File: src/rtl/arm_cpu.sv
// ---------------------------------------------------------------------------
// arm_cpu: compact 3-stage (IF / EX / WB) LEGv8-style core behind an 8-bit
// tile I/O wrapper. The program is written byte-wise into a 16x16
// instruction memory. Register X7 is shown on uo_out for observation.
//
// Ports:
//   clk      rising-edge clock for all state
//   rst_n    synchronous reset, ACTIVE-HIGH despite the name (wrapper legacy)
//   ena      0 freezes every piece of state
//   ui_in    program-load data byte
//   uio_in   [7] PROG load mode, [5] load strobe, [4] high-byte select,
//            [3:0] instruction address, [6] unused
//   uo_out   current value of X7
//   uio_out  constant 0
//   uio_oe   constant 0 (all uio pins are inputs)
// ---------------------------------------------------------------------------
module arm_cpu (
    input  logic       clk,
    input  logic       rst_n,
    input  logic       ena,
    input  logic [7:0] ui_in,
    input  logic [7:0] uio_in,
    output logic [7:0] uo_out,
    output logic [7:0] uio_out,
    output logic [7:0] uio_oe
);

    // Operand read with XZR and forwarding from the WB stage. The WB result
    // is not yet in the register file while its consumer sits in EX.
    function automatic logic [7:0] read_operand(
        input logic [2:0] idx,
        input logic [7:0] rf_val,
        input logic       wb_we,
        input logic [2:0] wb_rd,
        input logic [7:0] wb_res
    );
        if (idx == 3'd0) begin
            return 8'h00;
        end else if (wb_we && (wb_rd == idx)) begin
            return wb_res;
        end else begin
            return rf_val;
        end
    endfunction

    // Control pin decode
    logic       prog_s;
    logic       load_we_s;
    logic       load_hi_s;
    logic [3:0] load_addr_s;
    logic       run_s;
    logic       unused_s;

    assign prog_s      = uio_in[7];
    assign load_we_s   = uio_in[5];
    assign load_hi_s   = uio_in[4];
    assign load_addr_s = uio_in[3:0];
    assign run_s       = ena && !prog_s;
    assign unused_s    = uio_in[6];

    // Architectural and pipeline state
    logic [15:0] imem_q [0:15];
    logic [7:0]  rf_q   [0:7];
    logic [7:0]  dmem_q [0:7];

    logic [3:0]  pc_q,         pc_d;
    logic        ifex_valid_q, ifex_valid_d;
    logic [15:0] ifex_instr_q, ifex_instr_d;
    logic [3:0]  ifex_pc_q,    ifex_pc_d;
    logic        exwb_we_q,    exwb_we_d;
    logic [2:0]  exwb_rd_q,    exwb_rd_d;
    logic [7:0]  exwb_res_q,   exwb_res_d;

    // EX-stage decode
    logic [3:0] op_s;
    logic [2:0] rd_s;
    logic [2:0] rn_s;
    logic [2:0] rm_s;
    logic [5:0] imm6_s;
    logic [7:0] imm8_s;
    logic [7:0] rd_val_s;
    logic [7:0] rn_val_s;
    logic [7:0] rm_val_s;
    logic [2:0] ea_s;
    logic [7:0] res_s;
    logic       wr_s;
    logic       taken_s;
    logic [3:0] target_s;
    logic       dm_we_s;

    assign op_s   = ifex_instr_q[15:12];
    assign rd_s   = ifex_instr_q[11:9];
    assign rn_s   = ifex_instr_q[8:6];
    assign rm_s   = ifex_instr_q[5:3];
    assign imm6_s = ifex_instr_q[5:0];
    assign imm8_s = ifex_instr_q[7:0];

    assign rd_val_s = read_operand(rd_s, rf_q[rd_s], exwb_we_q, exwb_rd_q, exwb_res_q);
    assign rn_val_s = read_operand(rn_s, rf_q[rn_s], exwb_we_q, exwb_rd_q, exwb_res_q);
    assign rm_val_s = read_operand(rm_s, rf_q[rm_s], exwb_we_q, exwb_rd_q, exwb_res_q);

    // Only the low 3 bits of X[rn]+imm6 address the 8-byte data memory.
    assign ea_s = rn_val_s[2:0] + imm6_s[2:0];

    // ALU, memory read and branch resolution for the instruction in EX.
    // Branch offsets only matter mod 16, so the low 4 bits of the
    // sign-extended offset are the offset bits themselves.
    always_comb begin
        res_s    = 8'h00;
        wr_s     = 1'b0;
        taken_s  = 1'b0;
        target_s = ifex_pc_q;
        dm_we_s  = 1'b0;
        if (ifex_valid_q) begin
            case (op_s)
                4'd1:    begin res_s = rn_val_s + rm_val_s;          wr_s = 1'b1; end
                4'd2:    begin res_s = rn_val_s - rm_val_s;          wr_s = 1'b1; end
                4'd3:    begin res_s = rn_val_s & rm_val_s;          wr_s = 1'b1; end
                4'd4:    begin res_s = rn_val_s | rm_val_s;          wr_s = 1'b1; end
                4'd5:    begin res_s = rn_val_s + {2'b00, imm6_s};   wr_s = 1'b1; end
                4'd6:    begin res_s = rn_val_s - {2'b00, imm6_s};   wr_s = 1'b1; end
                4'd7:    begin res_s = imm8_s;                       wr_s = 1'b1; end
                4'd8:    begin
                    taken_s  = (rd_val_s == 8'h00);
                    target_s = ifex_pc_q + imm6_s[3:0];
                end
                4'd9:    begin
                    taken_s  = 1'b1;
                    target_s = ifex_pc_q + ifex_instr_q[3:0];
                end
                4'd10:   begin res_s = dmem_q[ea_s];                 wr_s = 1'b1; end
                4'd11:   begin dm_we_s = 1'b1; end
                default: begin res_s = 8'h00;                        wr_s = 1'b0; end
            endcase
        end else begin
            res_s = 8'h00;
            wr_s  = 1'b0;
        end
    end

    // Next-state values for PC and the two pipeline registers; a taken
    // branch squashes the instruction being fetched in the same cycle.
    always_comb begin
        pc_d         = taken_s ? target_s : (pc_q + 4'd1);
        ifex_valid_d = !taken_s;
        ifex_instr_d = imem_q[pc_q];
        ifex_pc_d    = pc_q;
        exwb_we_d    = wr_s && (rd_s != 3'd0);
        exwb_rd_d    = rd_s;
        exwb_res_d   = res_s;
    end

    // Pipeline, register file and data memory update.
    always_ff @(posedge clk) begin
        if (rst_n) begin
            pc_q         <= 4'd0;
            ifex_valid_q <= 1'b0;
            ifex_instr_q <= 16'h0000;
            ifex_pc_q    <= 4'd0;
            exwb_we_q    <= 1'b0;
            exwb_rd_q    <= 3'd0;
            exwb_res_q   <= 8'h00;
            for (int i = 0; i < 8; i++) begin
                rf_q[i]   <= 8'h00;
                dmem_q[i] <= 8'h00;
            end
        end else if (run_s) begin
            pc_q         <= pc_d;
            ifex_valid_q <= ifex_valid_d;
            ifex_instr_q <= ifex_instr_d;
            ifex_pc_q    <= ifex_pc_d;
            exwb_we_q    <= exwb_we_d;
            exwb_rd_q    <= exwb_rd_d;
            exwb_res_q   <= exwb_res_d;
            if (exwb_we_q) begin
                rf_q[exwb_rd_q] <= exwb_res_q;
            end
            if (dm_we_s) begin
                dmem_q[ea_s] <= rd_val_s;
            end
        end
    end

    // Byte-wise program load; instruction memory survives reset.
    always_ff @(posedge clk) begin
        if (!rst_n && ena && prog_s && load_we_s) begin
            if (load_hi_s) begin
                imem_q[load_addr_s][15:8] <= ui_in;
            end else begin
                imem_q[load_addr_s][7:0] <= ui_in;
            end
        end
    end

    assign uo_out  = rf_q[7];
    assign uio_out = 8'h00;
    assign uio_oe  = 8'h00;

endmodule

File: config.mk
export PLATFORM = sky130hd
export DESIGN_NAME = arm_cpu
export DESIGN_NICKNAME = d
export VERILOG_FILES = /design/src/rtl/arm_cpu.sv
export SDC_FILE = /design/constraint.sdc
export NUM_CORES = 1
export LEC_CHECK = 0
export ABC_CLOCK_PERIOD_IN_PS = 6320
export BUFFER_PORTS_ARGS = -buffer_cell sky130_fd_sc_hd__clkbuf_2
export CAP_MARGIN = 20
export CORE_ASPECT_RATIO = 0.7
export CORE_UTILIZATION = 49
export DETAILED_ROUTE_END_ITERATION = 12
export SLEW_MARGIN = 25
export SYNTH_ARGS = -nofsm -noshare
export SYNTH_HDL_FRONTEND = slang
export SYNTH_SLANG_ARGS = --single-unit
File: constraint.sdc
create_clock -name clk -period 6.32 [get_ports clk]
set_input_delay 0.632 -clock clk [delete_from_list [all_inputs] [get_ports clk]]
set_output_delay 0.632 -clock clk [all_outputs]
set_load 0.01 [all_outputs]
==> impl_metrics.yaml, run 1 <==
sta:
  period_needed_ps: 5304
  hold_viol: 0
  fmax_mhz: 188.5
  finalSetupViolCount: 0
  whs_ps: 469.3
  finalMaxSlewViolations: 0
  fin_crit_sh_pct: 83.92
  tns_ps: 0
  slew-limit-headroom_pct: 31.49
  skew_ps: 14.62
  rsz0062_at_grt: "false"
  tightest_slew_ps: 1020
  finalWorstSetupSlack_ps: 1016
cts:
  clockRootBuffer: "clkbuf_16"
  htreeDepth: 2
  clk_latency_ps: 540
  cts_tree: "yes"
  cts_resized: 0
  ctsHoldBuffers: 0
  path_clk_slew_ps: 60
  cts_made_buffers: 41
  post_cts_buffers: 0
  ctsLongestPathBuffers: 3
  cts.sinks: 421
power:
  power_mw: 6.067
  powerDensity_nw_per_um2: 281.9
  p_int_mw: 4.682
  clkPwrFrac_pct: 39.4
  seqPwrFrac_pct: 51.6
  switching_share_pct: 22.82
  switchingPower_mw: 1.385
  p_comb_share_pct: 9.0
  peakVddDrop_mv: 0.2163
  p_leak_nw: 6.875
synth:
  synth_area_per_cell_um2: 15.24
  synth_cells: 1288
  yosys-top-cells-count: "384 x edfxtp_1, 138 x nor2_1, 137 x mux4_2"
  ys_types: 66
  yosys.area.top_type: "edfxtp_1"
  synth_area_um2: 19640
  ys_ff_latch: 421
  yosysTopAreaCellShare_pct: 58.73
  synth_area_leaders: "edfxtp_1 59%, mux4_2 16%, dfxtp_1 3.8%"
  synth_warnings: 0
  synth.most_common_cell: "edfxtp_1"
  synth_edf_count: 384
  seq_area_frac_synth_pct: 62.50
  synthArstFlopShare_pct: 0
  synth_ff_type: "edfxtp_1"
detailed_routing:
  drt_iter0_markers: 1705
  wl_per_cell_um: 26.35
  first_pass_iters: 7
  vias: 11366
  viasPerCell: 6.127
  drcViolationCount: 0
  drtAntennaViolNets: 0
  wl_um: 48870
setup_path:
  arrival_ps: 5700
  cp-start-kind: "flip-flop"
  path_class: "flip-flop to flip-flop"
  cp_max_fo: 16
  cp.required_ps: 6720
  end_kind: "flip-flop"
placed_design:
  place_congestion: 0.9471
  place_ws_ps: 1191
  hpwlAfterDp_um: 33190
  io_buffers: 25
global_routing:
  grt_max_degree: 69
  grt-ovfl-total: 0
  antenna_found_initial: 0
  grtUsageTotal_pct: 24.94
  grt_pass1_wl_um: 72770
  grt_pass1_vias: 11060
die:
  fp-row-count: 60
  die_area_um2: 40890
  start_util_pct: 50.39
  coreArea_um2: 38960
  chipWidth_um: 241.3
  ioPinCount: 43
  dieHeight_um: 169.5
hold_path:
  hp-class: "flip-flop to flip-flop"
outcome:
  outcome: "finished, final reports clean"
job:
  cap_violations: 0
finish:
  fin_nets: 1338
  final_util_pct: 55.24
  area_growth_pct: 9.616
  final_layout_size_suffix_gt1_share_pct: 20.86
  n_antenna_cell: 0
[cell type report]
class	count	area, um2
fill	3095	17440
sequential	421	12280
multi-input combinational	765	6870
clock buffer	52	1120
tap	527	659.4
timing repair buffer	55	350.3
clock inverter	17	175.2
inverter	18	67.56
[placed cells by master, fill, tap and decap left out, types with 7 or more instances in the layout]
cell and count:
ha_1 13, nor2b_1 10, buf_4 29, dfxtp_1 34, o21ai_0 32, nand3_1 9, conb_1 16, a211oi_1 15
nor2_1 138, edfxtp_1 384, mux2i_1 36, clkbuf_2 26, nand2_1 108, inv_1 16, and2_1 56, a222oi_1 7
xnor2_1 19, o211ai_1 10, clkbuf_16 42, nand2b_1 11, a21oi_1 39, nor3_1 14, mux4_2 137
[cell families after synthesis]
group / share of synthesized area (%)
flip-flops: 62.50
AND/OR/NAND/NOR: 9.106
multiplexers: 17.89
AO/OA/AOI/OAI: 5.155
buffers and inverters: 2.823
XOR/XNOR: 1.313
adder cells (fa/ha/maj): 1.198
other: 0.01910
[final timing paths]
kind                            slack [ps]            end             from  cells past startpoint
worst max-delay path                  1020  exwb_res_q[7]  ifex_instr_q[4]                     14
worst min-delay path                   470   ifex_pc_q[2]     ifex_pc_q[2]                      2
worst min register to register         470   ifex_pc_q[2]     ifex_pc_q[2]                      2
worst max register to register        1020  exwb_res_q[7]  ifex_instr_q[4]                     14
[sequential cells by signal, indices dropped and copies added, names as in the netlist, 3 cells and up]
signal / cells
rf_q: 64
exwb_res_q: 8
exwb_rd_q: 3
ifex_instr_q: 16
imem_q: 256
dmem_q: 64
ifex_pc_d: 4
ifex_pc_q: 4
[routing by layer]
metal / wire length, um / track usage, %
met3: 4955 / 6.490
met1: 22940 / 40.86
met5: 0 / 0
met2: 20340 / 33.51
met4: 631 / 4.155
[power by group through the flow]
| stage | clock, mW | combinational [mW] | sequential, mW |
|---|---|---|---|
| after floorplan | 0 | 0.407 | 3.15 |
| after detailed placement | 0 | 0.538 | 3.19 |
| after global placement | 0 | 0.535 | 3.19 |
| after CTS | 2.43 | 0.540 | 3.13 |
| final | 2.39 | 0.545 | 3.13 |
| after global routing | 2.53 | 0.586 | 3.14 |
[per-stage QoR]
stage                     area, um2  instances
final                         21520       1855
after global routing          21520       1855
after CTS                     21510       1854
after detailed placement      20220       1785
after global placement        20220       1785
after floorplan               19690       1303
[critical path, cell delays in order (launching register included)]
cell and delay, ps:
dfxtp_1 880, xnor2_1 190, nand4_1 520, o211ai_1 650, ha_1 320, a221oi_1 470
ha_1 310, nor2b_1 120, o21ai_0 200, a21oi_1 180, o41ai_1 390, xor2_1 290
xnor3_1 440, nor2_1 100, o211ai_1 90
No activity file was read; power rests on OpenSTA's default activity.
==> run 2, diff against run 1 <==
--- a/config.mk
+++ b/config.mk
@@ -5,12 +5,13 @@
 export SDC_FILE = /design/constraint.sdc
 export NUM_CORES = 1
 export LEC_CHECK = 0
-export ABC_CLOCK_PERIOD_IN_PS = 6320
+export ABC_CLOCK_PERIOD_IN_PS = 4400
 export BUFFER_PORTS_ARGS = -buffer_cell sky130_fd_sc_hd__clkbuf_2
 export CAP_MARGIN = 20
 export CORE_ASPECT_RATIO = 0.7
 export CORE_UTILIZATION = 49
 export DETAILED_ROUTE_END_ITERATION = 12
+export PLACE_DENSITY = 0.67
 export SLEW_MARGIN = 25
 export SYNTH_ARGS = -nofsm -noshare
 export SYNTH_HDL_FRONTEND = slang
==> constraint.sdc (replaced) <==
create_clock -name clk -period 4.4 [get_ports clk]
set_input_delay 0.44 -clock clk [delete_from_list [all_inputs] [get_ports clk]]
set_output_delay 0.44 -clock clk [all_outputs]
set_load 0.01 [all_outputs]
==> run 2 against run 1 <==
Effect of this change:
- global-route usage fell by 0.30 points
- worst setup slack got worse by 750 ps
- design area rose by 1.5%
- count of clock-buffer cells in the layout rose by 7
- power rose by 43%
- register-to-register slack got worse by 750 ps
- die area did not move
- sequential share of layout area fell by 0.82 points
- flip-flop and latch count did not move
- combinational power rose by 52%
- critical path depth rose by 2
- critical endpoint unchanged
- largest power group unchanged
- highest routed layer unchanged
==> impl_metrics.yaml, run 2 (synthesis gave the netlist of run 1 again) <==
global_routing:
  grt-ovfl-total: 0
  grt_pass1_vias: 11479
  grtUsageTotal_pct: 24.65
  antenna_found_initial: 0
  grt_pass1_wl_um: 73430
  grt_max_degree: 43
detailed_routing:
  drt_iter0_markers: 1491
  wl_um: 48640
  drtAntennaViolNets: 0
  first_pass_iters: 7
  viasPerCell: 6.155
  drcViolationCount: 0
  vias: 11695
  wl_per_cell_um: 25.60
cts:
  cts.sinks: 421
  cts_tree: "yes"
  clockRootBuffer: "clkbuf_16"
  clk_latency_ps: 570
  ctsHoldBuffers: 0
  path_clk_slew_ps: 60
  ctsLongestPathBuffers: 3
  cts_made_buffers: 42
  htreeDepth: 2
sta:
  tns_ps: 0
  rsz0062_at_grt: "false"
  tightest_slew_ps: 1010
  skew_ps: 35.69
  finalMaxSlewViolations: 0
  hold_viol: 0
  whs_ps: 301.5
  fin_crit_sh_pct: 94.05
  finalSetupViolCount: 0
  period_needed_ps: 4138
  slew-limit-headroom_pct: 32.44
  fmax_mhz: 241.6
setup_path:
  startpoint: "ifex_instr_q[4]"
  cp-start-kind: "flip-flop"
  end_kind: "flip-flop"
  path_class: "flip-flop to flip-flop"
  rrSetupSlack_ps: 260
  crit_slowest_cell: "mux4_2"
  cp_max_fo: 13
  r2r_end: "exwb_res_q[7]"
  critical_path.max_stage_delay_ps: 510
  cp.depth: 16
  worst_r2r_path_depth: 16
  path_cells: "buf_12, mux4_2, mux2i_1, nand2_1, o211ai_1, nor3b_1, xnor2_1, a222oi_1, ha_1, o21ai_0, a21oi_1, o41ai_2, xor2_1, o311ai_0, a21o_1, o211ai_1"
  cp.required_ps: 4860
  path_common_cell: "o211ai_1"
  path_buf_inv: 1
  cp-endpoint: "exwb_res_q[7]"
  reg2reg_from: "ifex_instr_q[4]"
  arrival_ps: 4600
  path_delay_family: "compound AO/OA/AOI/OAI gates"
placed_design:
  hpwlAfterDp_um: 32790
  io_buffers: 25
  placed_area_um2: 20530
  place_congestion: 0.9187
power:
  switchingPower_mw: 2.019
  p_comb_share_pct: 9.6
  powerDensity_nw_per_um2: 396.7
  switching_share_pct: 23.31
  clkPwrFrac_pct: 38.7
  p_int_mw: 6.643
  p_leak_nw: 7.051
  seqPwrFrac_pct: 51.7
  peakVddDrop_mv: 0.2656
finish:
  largest-register: "imem_q"
  final_cell_mix: "384 x edfxtp_1, 137 x mux4_2, 137 x nor2_1"
  regArea_um2: 12280
  final_layout_size_suffix_gt1_share_pct: 22.77
  multi_input_area_um2: 6894
  area_growth_pct: 11.21
  layout_commonest_cell: "edfxtp_1"
  fin_nets: 1376
  final_area_um2: 21840
  fill_cells: 3078
  final_util_pct: 56.04
  largest_reg_flops: 256
  largest_registers: "imem_q x256, dmem_q x64, rf_q x64"
job:
  cap_violations: 0
die:
  ioPinCount: 43
  start_util_pct: 50.39
  fp-row-count: 60
  chipWidth_um: 241.3
  die_area_um2: 40890
  coreArea_um2: 38960
  dieHeight_um: 169.5
outcome:
  outcome: "finished, final reports clean"
hold_path:
  hp-class: "input pin to flip-flop"
run 2: power groups by stage:
| stage | sequential (mW) | clock (mW) | combinational, mW |
|---|---|---|---|
| floorplan | 4.52 | 0 | 0.585 |
| global placement | 4.56 | 0 | 0.802 |
| detailed placement | 4.56 | 0 | 0.811 |
| CTS | 4.48 | 3.40 | 0.817 |
| global route | 4.49 | 3.54 | 0.889 |
| finish | 4.48 | 3.35 | 0.831 |
run 2: metrics by stage:
stage	instances	power, mW	setup WS [ps]
2_1_floorplan	1303	5.103	508.1
3_3_place_gp	1820	5.364	114.1
3_5_place_dp	1820	5.376	106.2
4_1_cts	1894	8.697	38.42
5_1_grt	1897	8.916	38.66
6_report	1900	8.662	261.6
run 2: worst register-to-register path, delay by kind of cell (launching register included):
kind,cells,cell delay (ps)
muxes,2,680
DFF,1,350
buffers and inverters,1,170
xor gates and xnor gates,2,400
adders and majority gates,1,330
and+or+nand+nor,2,470
AOI/OAI and AO/OA,8,1630
run 2: worst min-delay path by stage:
stage / slack, ps / endpoint / cells past startpoint / from
after floorplan: 440 / ifex_pc_q[0] / 2 / ifex_pc_q[0]
after global placement: 450 / ifex_pc_q[2] / 2 / ifex_pc_q[2]
after detailed placement: 470 / ifex_pc_q[3] / 2 / ifex_pc_q[3]
after CTS: 310 / ifex_instr_q[12] / 2 / rst_n
after global routing: 310 / ifex_instr_q[10] / 2 / rst_n
final: 300 / ifex_instr_q[12] / 2 / rst_n
run 2: repair_timing:
| action | CTS | global route |
|---|---|---|
| endpoints found under the hold margin | 0 | 0 |
| setup endpoints to repair | 0 | 1 |
| gates resized for setup | 0 | 7 |
| buffers inserted | 0 | 2 |
run 2: area by class of cell:
type | instances | area share (%)
well taps | 527 | 3.020
flip-flops and latches | 421 | 56.23
diodes | 3 | 0.03438
multi-input cells | 765 | 31.57
inverters | 18 | 0.3094
clock inverters | 15 | 0.5214
repair buffers | 92 | 3.106
clock buffers | 59 | 5.203
run 2: metal layers:
| metal | wire length, um | part of all wire, % | track usage (%) | vias to the layer above |
|---|---|---|---|---|
| li1 | - | - | - | 5079 |
| met3 | 5316 | 11 | 7.596 | 62 |
| met2 | 20880 | 43 | 34.28 | 591 |
| met5 | 0 | 0 | 0 | - |
| met4 | 646 | 1.3 | 4.430 | 0 |
| met1 | 21800 | 45 | 38.31 | 5963 |
==> run 3, diff against run 2 <==
--- a/config.mk
+++ b/config.mk
@@ -5,13 +5,12 @@
 export SDC_FILE = /design/constraint.sdc
 export NUM_CORES = 1
 export LEC_CHECK = 0
-export ABC_CLOCK_PERIOD_IN_PS = 4400
+export ABC_CLOCK_PERIOD_IN_PS = 4700
 export BUFFER_PORTS_ARGS = -buffer_cell sky130_fd_sc_hd__clkbuf_2
-export CAP_MARGIN = 20
 export CORE_ASPECT_RATIO = 0.7
+export CORE_MARGIN = 1
 export CORE_UTILIZATION = 49
 export DETAILED_ROUTE_END_ITERATION = 12
-export PLACE_DENSITY = 0.67
 export SLEW_MARGIN = 25
 export SYNTH_ARGS = -nofsm -noshare
 export SYNTH_HDL_FRONTEND = slang
==> constraint.sdc (replaced) <==
create_clock -name clk -period 4.7 [get_ports clk]
set_input_delay 0.47 -clock clk [delete_from_list [all_inputs] [get_ports clk]]
set_output_delay 0.47 -clock clk [all_outputs]
set_load 0.01 [all_outputs]
==> run 3 against run 2 <==
Effect of this change:
- sequential power decreased by 6.0%
- via count decreased by 1.3%
- non-clock buffer count decreased by 12
- register-to-register slack improved by 50 ps
- core utilization decreased by 0.21 points
- cell count decreased by 0.74%
- design area decreased by 0.38%
- critical endpoint unchanged
- largest cell class unchanged
- largest power group unchanged
- highest routed layer unchanged
==> impl_metrics.yaml, run 3 (synthesis gave the netlist of run 1 again) <==
outcome:
  outcome: "finished, final reports clean"
finish:
  area_growth_pct: 10.79
  fin_nets: 1363
  largest_registers: "imem_q x256, dmem_q x64, rf_q x64"
  fill_cells: 3161
  final_area_um2: 21750
  layout_commonest_cell: "edfxtp_1"
  largest_reg_flops: 256
  largest-register: "imem_q"
  final_util_pct: 55.83
  final_cell_mix: "384 x edfxtp_1, 138 x nor2_1, 137 x mux4_2"
  final_layout_size_suffix_gt1_share_pct: 22.52
  n_antenna_cell: 0
setup_path:
  cp-start-kind: "flip-flop"
  cp.required_ps: 5130
  path_common_cell: "nor2_1"
  path_class: "flip-flop to flip-flop"
  crit_slowest_cell: "mux4_2"
  arrival_ps: 4820
  path_cells: "buf_6, mux4_2, mux2i_1, a21oi_1, nor2_1, nand2_1, nor3b_1, xnor2_1, a222oi_1, ha_1, nor2_1, nor2_1, o41ai_1, xor2_1, xnor3_1, nor2_1, o211ai_1"
  cp_max_fo: 16
  end_kind: "flip-flop"
  critical_path.max_stage_delay_ps: 530
  worst_r2r_path_depth: 17
detailed_routing:
  wl_per_cell_um: 26.20
  viasPerCell: 6.118
  vias: 11538
  drtAntennaViolNets: 0
  drt_iter0_markers: 1373
  first_pass_iters: 6
  wl_um: 49420
  drcViolationCount: 0
sta:
  tightest_slew_ps: 1010
  finalWorstSetupSlack_ps: 307.3
  period_needed_ps: 4393
  tns_ps: 0
  skew_ps: 22.00
  fmax_mhz: 227.7
  hold_viol: 0
  rsz0062_at_grt: "false"
  fin_crit_sh_pct: 93.46
  slew-limit-headroom_pct: 32.66
  finalMaxSlewViolations: 0
  finalSetupViolCount: 0
global_routing:
  antenna_found_initial: 0
  grt_max_degree: 69
  grt_pass1_wl_um: 73940
  grt_pass1_vias: 11234
  grtUsageTotal_pct: 25.13
  grt-ovfl-total: 0
cts:
  ctsHoldBuffers: 0
  cts.sinks: 421
  post_cts_buffers: 0
  ctsLongestPathBuffers: 3
  clockRootBuffer: "clkbuf_16"
  cts_tree: "yes"
  cts_made_buffers: 41
  clk_latency_ps: 560
  path_clk_slew_ps: 70
  htreeDepth: 2
die:
  fp-row-count: 60
  start_util_pct: 50.39
  coreArea_um2: 38960
  dieHeight_um: 169.5
  chipWidth_um: 241.3
  ioPinCount: 43
  die_area_um2: 40890
hold_path:
  hp-class: "input pin to flip-flop"
  hold_depth: 5
power:
  p_int_mw: 6.261
  switching_share_pct: 23.68
  powerDensity_nw_per_um2: 377.1
  peakVddDrop_mv: 0.3222
  seqPwrFrac_pct: 51.3
  power_mw: 8.204
  switchingPower_mw: 1.943
  p_leak_nw: 7.023
  p_comb_share_pct: 9.1
  clkPwrFrac_pct: 39.6
job:
  cap_violations: 0
placed_design:
  io_buffers: 25
  hpwlAfterDp_um: 34040
  place_ws_ps: 161.9
  place_congestion: 0.9254
  placed_area_um2: 20440
## run 3: worst paths after layout
| check | startpoint | to | slack (ps) |
|---|---|---|---|
| worst min-delay path | ena | ifex_pc_d[2] | 450 |
| worst max-delay path | ifex_instr_q[4] | exwb_res_q[7] | 310 |
| worst min register to register | ifex_pc_q[0] | ifex_pc_q[0] | 470 |
| worst max register to register | ifex_instr_q[4] | exwb_res_q[7] | 310 |
## run 3: worst max-delay path, delay by kind of cell, from the launching register on
kind / cells / cell delay [ps]
adder cells (fa/ha/maj): 1 / 330
AND/OR/NAND/NOR: 6 / 760
multiplexers: 2 / 760
AO/OA/AOI/OAI: 4 / 870
flip-flops: 1 / 470
buffers and inverters: 1 / 260
XOR/XNOR: 3 / 810
## run 3: metal layers
layer,vias up,track usage (%),wire [um]
met4,0,4.540,668
met2,522,32.93,20220
met3,57,6.490,5204
met5,-,0,0
li1,5034,-,-
met1,5925,41.75,23330
## run 3: area by class of cell
cell class / instances / area [um2] / share of cell area, %
clock buffer: 48 / 1062 / 4.883
clock inverter: 27 / 231.5 / 1.064
inverter: 18 / 67.56 / 0.3106
multi-input combinational: 765 / 6884 / 31.65
sequential: 421 / 12280 / 56.46
tap: 527 / 659.4 / 3.031
timing repair buffer: 80 / 566.8 / 2.606
## run 3: power groups by stage
stage | combinational [mW] | clock (mW) | sequential (mW)
global route | 0.802 | 3.43 | 4.22
detailed placement | 0.734 | 0 | 4.29
finish | 0.745 | 3.25 | 4.21
CTS | 0.739 | 3.30 | 4.21
global placement | 0.728 | 0 | 4.29
floorplan | 0.548 | 0 | 4.23
## run 3: timing repair
item | CTS | global route
gates resized for setup | 0 | 5
setup endpoints to repair | 0 | 1
hold endpoints to repair | 0 | 0
## run 3: stage by stage
stage          cells  hold slack, ps
3_3_place_gp    1811           448.1
5_1_grt         1886           499.9
4_1_cts         1886           428.4
3_5_place_dp    1811           455.7
6_report        1886           452.0
2_1_floorplan   1303           440.0
